**src/rtl/updown_button_ctrl_pkg.sv**
```systemverilog
// Shared definitions for the up/down button conditioning block: FSM encoding,
// direction constants and default parameter values.
package updown_button_ctrl_pkg;

  typedef enum logic [1:0] {
    IDLE      = 2'd0,
    WAIT_HOLD = 2'd1,
    REPEAT    = 2'd2
  } state_e;

  localparam logic DIR_UP   = 1'b1;
  localparam logic DIR_DOWN = 1'b0;

  localparam int DEF_DEBOUNCE_CYCLES = 4;
  localparam int DEF_HOLD_CYCLES     = 8;
  localparam int DEF_REPEAT_CYCLES   = 3;
  localparam bit DEF_REPEAT_EN       = 1'b1;

  function automatic int max2(input int a, input int b);
    return (a > b) ? a : b;
  endfunction

endpackage

```
**src/rtl/updown_button_ctrl_debounce.sv**
```systemverilog
// One button channel: two-flop synchronizer followed by a counter that accepts a
// new level only after it has persisted for DEBOUNCE_CYCLES consecutive cycles.
module btn_debounce
  import updown_button_ctrl_pkg::*;
#(
  parameter int DEBOUNCE_CYCLES = DEF_DEBOUNCE_CYCLES
) (
  input  logic clk,
  input  logic reset,
  input  logic raw,
  output logic level
);

  localparam int CW = $clog2(DEBOUNCE_CYCLES + 1);
  localparam logic [CW-1:0] CNT_LAST = CW'(DEBOUNCE_CYCLES - 1);

  logic          sync1_q;
  logic          sync2_q;
  logic          db_q;
  logic          db_d;
  logic [CW-1:0] cnt_q;
  logic [CW-1:0] cnt_d;

  // Debounce next-state: any cycle where sync matches db restarts the count
  always_comb begin
    db_d  = db_q;
    cnt_d = cnt_q;
    if (sync2_q == db_q) begin
      cnt_d = '0;
    end else if (cnt_q == CNT_LAST) begin
      db_d  = sync2_q;
      cnt_d = '0;
    end else begin
      cnt_d = cnt_q + CW'(1);
    end
  end

  // Synchronizer and debounce state registers
  always_ff @(posedge clk or posedge reset) begin
    if (reset) begin
      sync1_q <= 1'b0;
      sync2_q <= 1'b0;
      db_q    <= 1'b0;
      cnt_q   <= '0;
    end else begin
      sync1_q <= raw;
      sync2_q <= sync1_q;
      db_q    <= db_d;
      cnt_q   <= cnt_d;
    end
  end

  assign level = db_q;

endmodule

```
**src/rtl/updown_button_ctrl.sv**
```systemverilog
// Button conditioning for the up/down counter: debounces the two raw buttons and
// turns presses into exclusive single-cycle increment/decrement pulses with auto-repeat.
module updown_button_ctrl
  import updown_button_ctrl_pkg::*;
#(
  parameter int DEBOUNCE_CYCLES = DEF_DEBOUNCE_CYCLES,
  parameter int HOLD_CYCLES     = DEF_HOLD_CYCLES,
  parameter int REPEAT_CYCLES   = DEF_REPEAT_CYCLES,
  parameter bit REPEAT_EN       = DEF_REPEAT_EN
) (
  input  logic clk,
  input  logic reset,
  input  logic btn_up,
  input  logic btn_down,
  output logic increment,
  output logic decrement,
  output logic busy
);

  localparam int TW = $clog2(max2(HOLD_CYCLES, REPEAT_CYCLES));
  localparam logic [TW-1:0] HOLD_LAST   = TW'(HOLD_CYCLES - 1);
  localparam logic [TW-1:0] REPEAT_LAST = TW'(REPEAT_CYCLES - 1);

  logic          db_up_s;
  logic          db_down_s;
  logic          abort_s;
  logic          fire_s;
  state_e        state_q;
  state_e        state_d;
  logic          dir_q;
  logic          dir_d;
  logic [TW-1:0] timer_q;
  logic [TW-1:0] timer_d;
  logic          inc_q;
  logic          inc_d;
  logic          dec_q;
  logic          dec_d;
  logic          busy_q;
  logic          busy_d;

  btn_debounce #(.DEBOUNCE_CYCLES(DEBOUNCE_CYCLES)) u_db_up (
    .clk   (clk),
    .reset (reset),
    .raw   (btn_up),
    .level (db_up_s)
  );

  btn_debounce #(.DEBOUNCE_CYCLES(DEBOUNCE_CYCLES)) u_db_down (
    .clk   (clk),
    .reset (reset),
    .raw   (btn_down),
    .level (db_down_s)
  );

  // A press ends when its own button releases or the opposite one joins in
  assign abort_s = (dir_q == DIR_UP) ? (!db_up_s || db_down_s)
                                     : (!db_down_s || db_up_s);

  // Next-state logic: FSM transitions, direction capture and hold/repeat timer
  always_comb begin
    state_d = state_q;
    dir_d   = dir_q;
    timer_d = timer_q;
    fire_s  = 1'b0;
    case (state_q)
      IDLE: begin
        if (db_up_s && !db_down_s) begin
          fire_s  = 1'b1;
          dir_d   = DIR_UP;
          timer_d = '0;
          state_d = WAIT_HOLD;
        end else if (db_down_s && !db_up_s) begin
          fire_s  = 1'b1;
          dir_d   = DIR_DOWN;
          timer_d = '0;
          state_d = WAIT_HOLD;
        end else begin
          state_d = IDLE;
        end
      end
      WAIT_HOLD: begin
        if (abort_s) begin
          state_d = IDLE;
          timer_d = '0;
        end else if (!REPEAT_EN) begin
          state_d = WAIT_HOLD;
        end else if (timer_q == HOLD_LAST) begin
          fire_s  = 1'b1;
          timer_d = '0;
          state_d = REPEAT;
        end else begin
          timer_d = timer_q + TW'(1);
        end
      end
      REPEAT: begin
        if (abort_s) begin
          state_d = IDLE;
          timer_d = '0;
        end else if (timer_q == REPEAT_LAST) begin
          fire_s  = 1'b1;
          timer_d = '0;
        end else begin
          timer_d = timer_q + TW'(1);
        end
      end
      default: begin
        state_d = IDLE;
        timer_d = '0;
      end
    endcase
  end

  // Output decode: steer a fire event to exactly one pulse by direction
  always_comb begin
    inc_d  = 1'b0;
    dec_d  = 1'b0;
    if (fire_s) begin
      if (dir_d == DIR_UP) begin
        inc_d = 1'b1;
      end else begin
        dec_d = 1'b1;
      end
    end else begin
      inc_d = 1'b0;
      dec_d = 1'b0;
    end
    busy_d = (state_d != IDLE);
  end

  // State and registered output flops
  always_ff @(posedge clk or posedge reset) begin
    if (reset) begin
      state_q <= IDLE;
      dir_q   <= DIR_DOWN;
      timer_q <= '0;
      inc_q   <= 1'b0;
      dec_q   <= 1'b0;
      busy_q  <= 1'b0;
    end else begin
      state_q <= state_d;
      dir_q   <= dir_d;
      timer_q <= timer_d;
      inc_q   <= inc_d;
      dec_q   <= dec_d;
      busy_q  <= busy_d;
    end
  end

  assign increment = inc_q;
  assign decrement = dec_q;
  assign busy      = busy_q;

endmodule

```
**config.mk**
```make
export PLATFORM = sky130hd
export DESIGN_NAME = updown_button_ctrl
export DESIGN_NICKNAME = d
export VERILOG_FILES = /design/src/rtl/updown_button_ctrl_pkg.sv /design/src/rtl/updown_button_ctrl_debounce.sv /design/src/rtl/updown_button_ctrl.sv
export SDC_FILE = /design/constraint.sdc
export NUM_CORES = 1
export LEC_CHECK = 0
export BUFFER_PORTS_ARGS = -buffer_cell sky130_fd_sc_hd__buf_4
export CAP_MARGIN = 25
export CELL_PAD_IN_SITES_DETAIL_PLACEMENT = 2
export CELL_PAD_IN_SITES_GLOBAL_PLACEMENT = 2
export CORE_MARGIN = 4
export CORE_UTILIZATION = 41
export DETAILED_ROUTE_END_ITERATION = 16
export GPL_ROUTABILITY_DRIVEN = 0
export PLACE_DENSITY_LB_ADDON = 0.1
export RECOVER_POWER = 25
export SYNTH_ARGS = -nofsm -noshare
export SYNTH_HDL_FRONTEND = slang
export SYNTH_SLANG_ARGS = --single-unit
```
**constraint.sdc**
```tcl
create_clock -name clk -period 2.1 [get_ports clk]
set_input_delay 0.315 -clock clk [delete_from_list [all_inputs] [get_ports clk]]
set_output_delay 0.315 -clock clk [all_outputs]
set_load 0.02 [all_outputs]
```
==> impl_metrics.env <==
export IMPL_status="finished clean"
export IMPL_syn_nets=103
export IMPL_cts_clk_slew_worst_paths_ns=0.12
export IMPL_setup_violations_final=0
export IMPL_hpwl_um=1490
export IMPL_ys_seq_elements=21
export IMPL_cp_slowest_stage_delay_ns=0.45
export IMPL_drv_slew=0
export IMPL_hold_depth=1
export IMPL_synth_distinct_cells=24
export IMPL_cpMostUsedCell="ha_1"
export IMPL_skew_ns=0.003903
export IMPL_drtIter0Drc=1
export IMPL_grt_ovfl_total=0
export IMPL_cp_end_kind="register"
export IMPL_yosys_warnings=0
export IMPL_syn_inst=87
export IMPL_period_share=0.7268
export IMPL_pre_cts_slack_ns=0.5644
export IMPL_root_buffer="clkbuf_4"
export IMPL_r2r_end="timer_q[0]$_DFFE_PP0P_"
export IMPL_yosysMostFrequentCell="dfrtp_1"
export IMPL_maxCapViolCount=0
export IMPL_synth_top_cell_area_share=0.5283
export IMPL_r2r_start="timer_q[0]$_DFFE_PP0P_"
export IMPL_drtAntennaViolNets=0
export IMPL_post_dp_cell_area_sq_um=1070
export IMPL_cts_sinks=21
export IMPL_power_mw=1.254
export IMPL_chipHeight_um=57.26
export IMPL_cp_arrival_ns=1.77
export IMPL_synth_edf_count=0
export IMPL_vias=648
export IMPL_clock_latency_ns=0.31
export IMPL_crit_path_top_delay_cell="dfrtp_1"
export IMPL_synth_area_leaders="dfrtp_1, ha_1, nor2b_1, inv_1, nand2_1"
export IMPL_port_buffer_count=6
export IMPL_grt_pass1_vias=740
export IMPL_grt_first_pass_wirelength_um=3387
export IMPL_wl_um=1874
export IMPL_yosys_top_cells_count="dfrtp_1, ha_1, inv_1, nand2_1"
export IMPL_worst_slew_pin_slew_ns=0.7629
export IMPL_cp_num_cells=6
export IMPL_grt_max_degree=22
export IMPL_async_flop_share=1.000
export IMPL_path_cells="ha_1 -> ha_1 -> nor2b_1 -> a21oi_1 -> or2_4 -> o21ai_2"
export IMPL_ys_seq_area_frac=0.5283
export IMPL_fin_setup_tns_ns=0
export IMPL_initial_core_util=0.4412
export IMPL_grt_total_usage=0.1385
export IMPL_wire_per_inst_um=15.11
export IMPL_setup_slack_ns=0.5738
export IMPL_core_sq_um=2255
export IMPL_path_class="reg -> reg"
export IMPL_post_route_cell_area_sq_um=1097
export IMPL_die_x_um=57.26
export IMPL_cts_tree="done"
export IMPL_ir_worst_vdd_mv=0.4482
export IMPL_antenna_found_initial=0
export IMPL_cts_buffers=3
export IMPL_drc=0
export IMPL_hold_slack_ns=0.1221
export IMPL_crit_end="timer_q[0]$_DFFE_PP0P_"
export IMPL_hold_violations=0
export IMPL_fp_row_count=17
export IMPL_r2r_cells=6
export IMPL_htreeDepth=1
export IMPL_area_growth_pct=10.31
export IMPL_crit_family="flip-flops"
export IMPL_syn_area_sq_um=994.7
export IMPL_ctsResizeCount=0
export IMPL_ff2ff_setup_slack_ns=0.57
export IMPL_startpoint_type="register"
export IMPL_synth_main_ff_cell="dfrtp_1"
export IMPL_cts_max_path_buffers=2
export IMPL_power_density_nw_per_um2=1143
export IMPL_critical_path_buf_inv_count=0
export IMPL_syn_area_per_cell_sq_um=11.43
export IMPL_worstPathRequired_ns=2.34
export IMPL_yosys_area_top_type="dfrtp_1"
export IMPL_fmax_mhz=655.2
export IMPL_drive_above_1_share=0.1667
export IMPL_viasPerCell=5.226
export IMPL_finalNetCount=113
export IMPL_dieArea_sq_um=3278
export IMPL_period_minus_slack_ns=1.526
export IMPL_antenna_cells=0
export IMPL_hold_buffers=0
export IMPL_relSlewSlack=0.4909
export IMPL_first_pass_iters=2
export IMPL_rsz0062_at_grt="no"
export IMPL_pin_count=7
export IMPL_min_path_type="in -> reg"
export IMPL_crit_start="timer_q[0]$_DFFE_PP0P_"
export IMPL_leakagePower_nw=0.5522
export IMPL_crit_fanout=4
export IMPL_postCtsSetupBuffers=0
## power breakdown
| group | switching (mW) | internal (mW) |
|---|---|---|
| sequential | 0.0656 | 0.499 |
| clock | 0.128 | 0.0712 |
| combinational | 0.271 | 0.219 |
## worst register-to-register path, stage by stage, from the launching register on
cell and delay (ns):
dfrtp_1 0.45, ha_1 0.24, ha_1 0.18, nor2b_1 0.16, a21oi_1 0.07, or2_4 0.25, o21ai_2 0.12
## cell families after synthesis
group	count (synthesis)	share of synthesized area
buffers and inverters	9	0.03522
XOR/XNOR	2	0.01761
AO/OA/AOI/OAI	14	0.09561
multiplexers	1	0.01509
AND/OR/NAND/NOR	28	0.1572
adder cells (fa/ha/maj)	12	0.1509
flip-flops	21	0.5283
## registers in the layout (all words and copies together) (netlist names)
signal             flops
u_db_up.level          1
increment              1
u_db_up.cnt_q          3
u_db_down.sync2_q      1
u_db_down.sync1_q      1
busy                   1
u_db_up.sync1_q        1
decrement              1
u_db_down.level        1
u_db_down.cnt_q        3
timer_q                3
dir_q                  1
u_db_up.sync2_q        1
state_q                2
## per-stage QoR
step / utilization / instances
2_1_floorplan: - / 87
3_3_place_gp: 0.4745 / 120
3_5_place_dp: 0.4745 / 120
4_1_cts: 0.4867 / 124
5_1_grt: 0.4867 / 124
6_report: 0.4867 / 124
## worst min path at each step
stage                                 from                           to  slack, ns
6_report                            btn_up    u_db_up.sync1_q$_DFF_PP0_       0.12
5_1_grt                             btn_up    u_db_up.sync1_q$_DFF_PP0_        0.1
4_1_cts                             btn_up    u_db_up.sync1_q$_DFF_PP0_       0.09
3_5_place_dp     u_db_up.sync1_q$_DFF_PP0_    u_db_up.sync2_q$_DFF_PP0_       0.35
3_3_place_gp   u_db_down.sync1_q$_DFF_PP0_  u_db_down.sync2_q$_DFF_PP0_       0.33
2_1_floorplan                        reset               busy$_DFF_PP0_       0.29
## layout by cell type (no fill, tap or decap), types with 3 or more instances in the layout
cell type and count:
dfrtp_1 21, o21ai_0 5, nor2b_1 5, ha_1 12, nand2_1 8, nor2_1 4, buf_4 3, inv_1 8
clkbuf_4 6
## routing by layer
metal	global-route usage	up-vias	part of all wire
met2	0.2333	10	0.50
met4	0.05960	0	0.017
met5	0	-	0
met1	0.1679	327	0.45
li1	-	306	-
met3	0.03394	5	0.031
## cell type report
type	count	area, sq um
Fill cell	245	1157
Sequential cell	21	525.5
Multi-Input combinational cell	57	434.2
Timing Repair Buffer	6	45.04
Tap cell	28	35.03
Inverter	8	30.03
Clock buffer	3	22.52
Clock inverter	1	5.005
(Power assumes the default switching activity.)
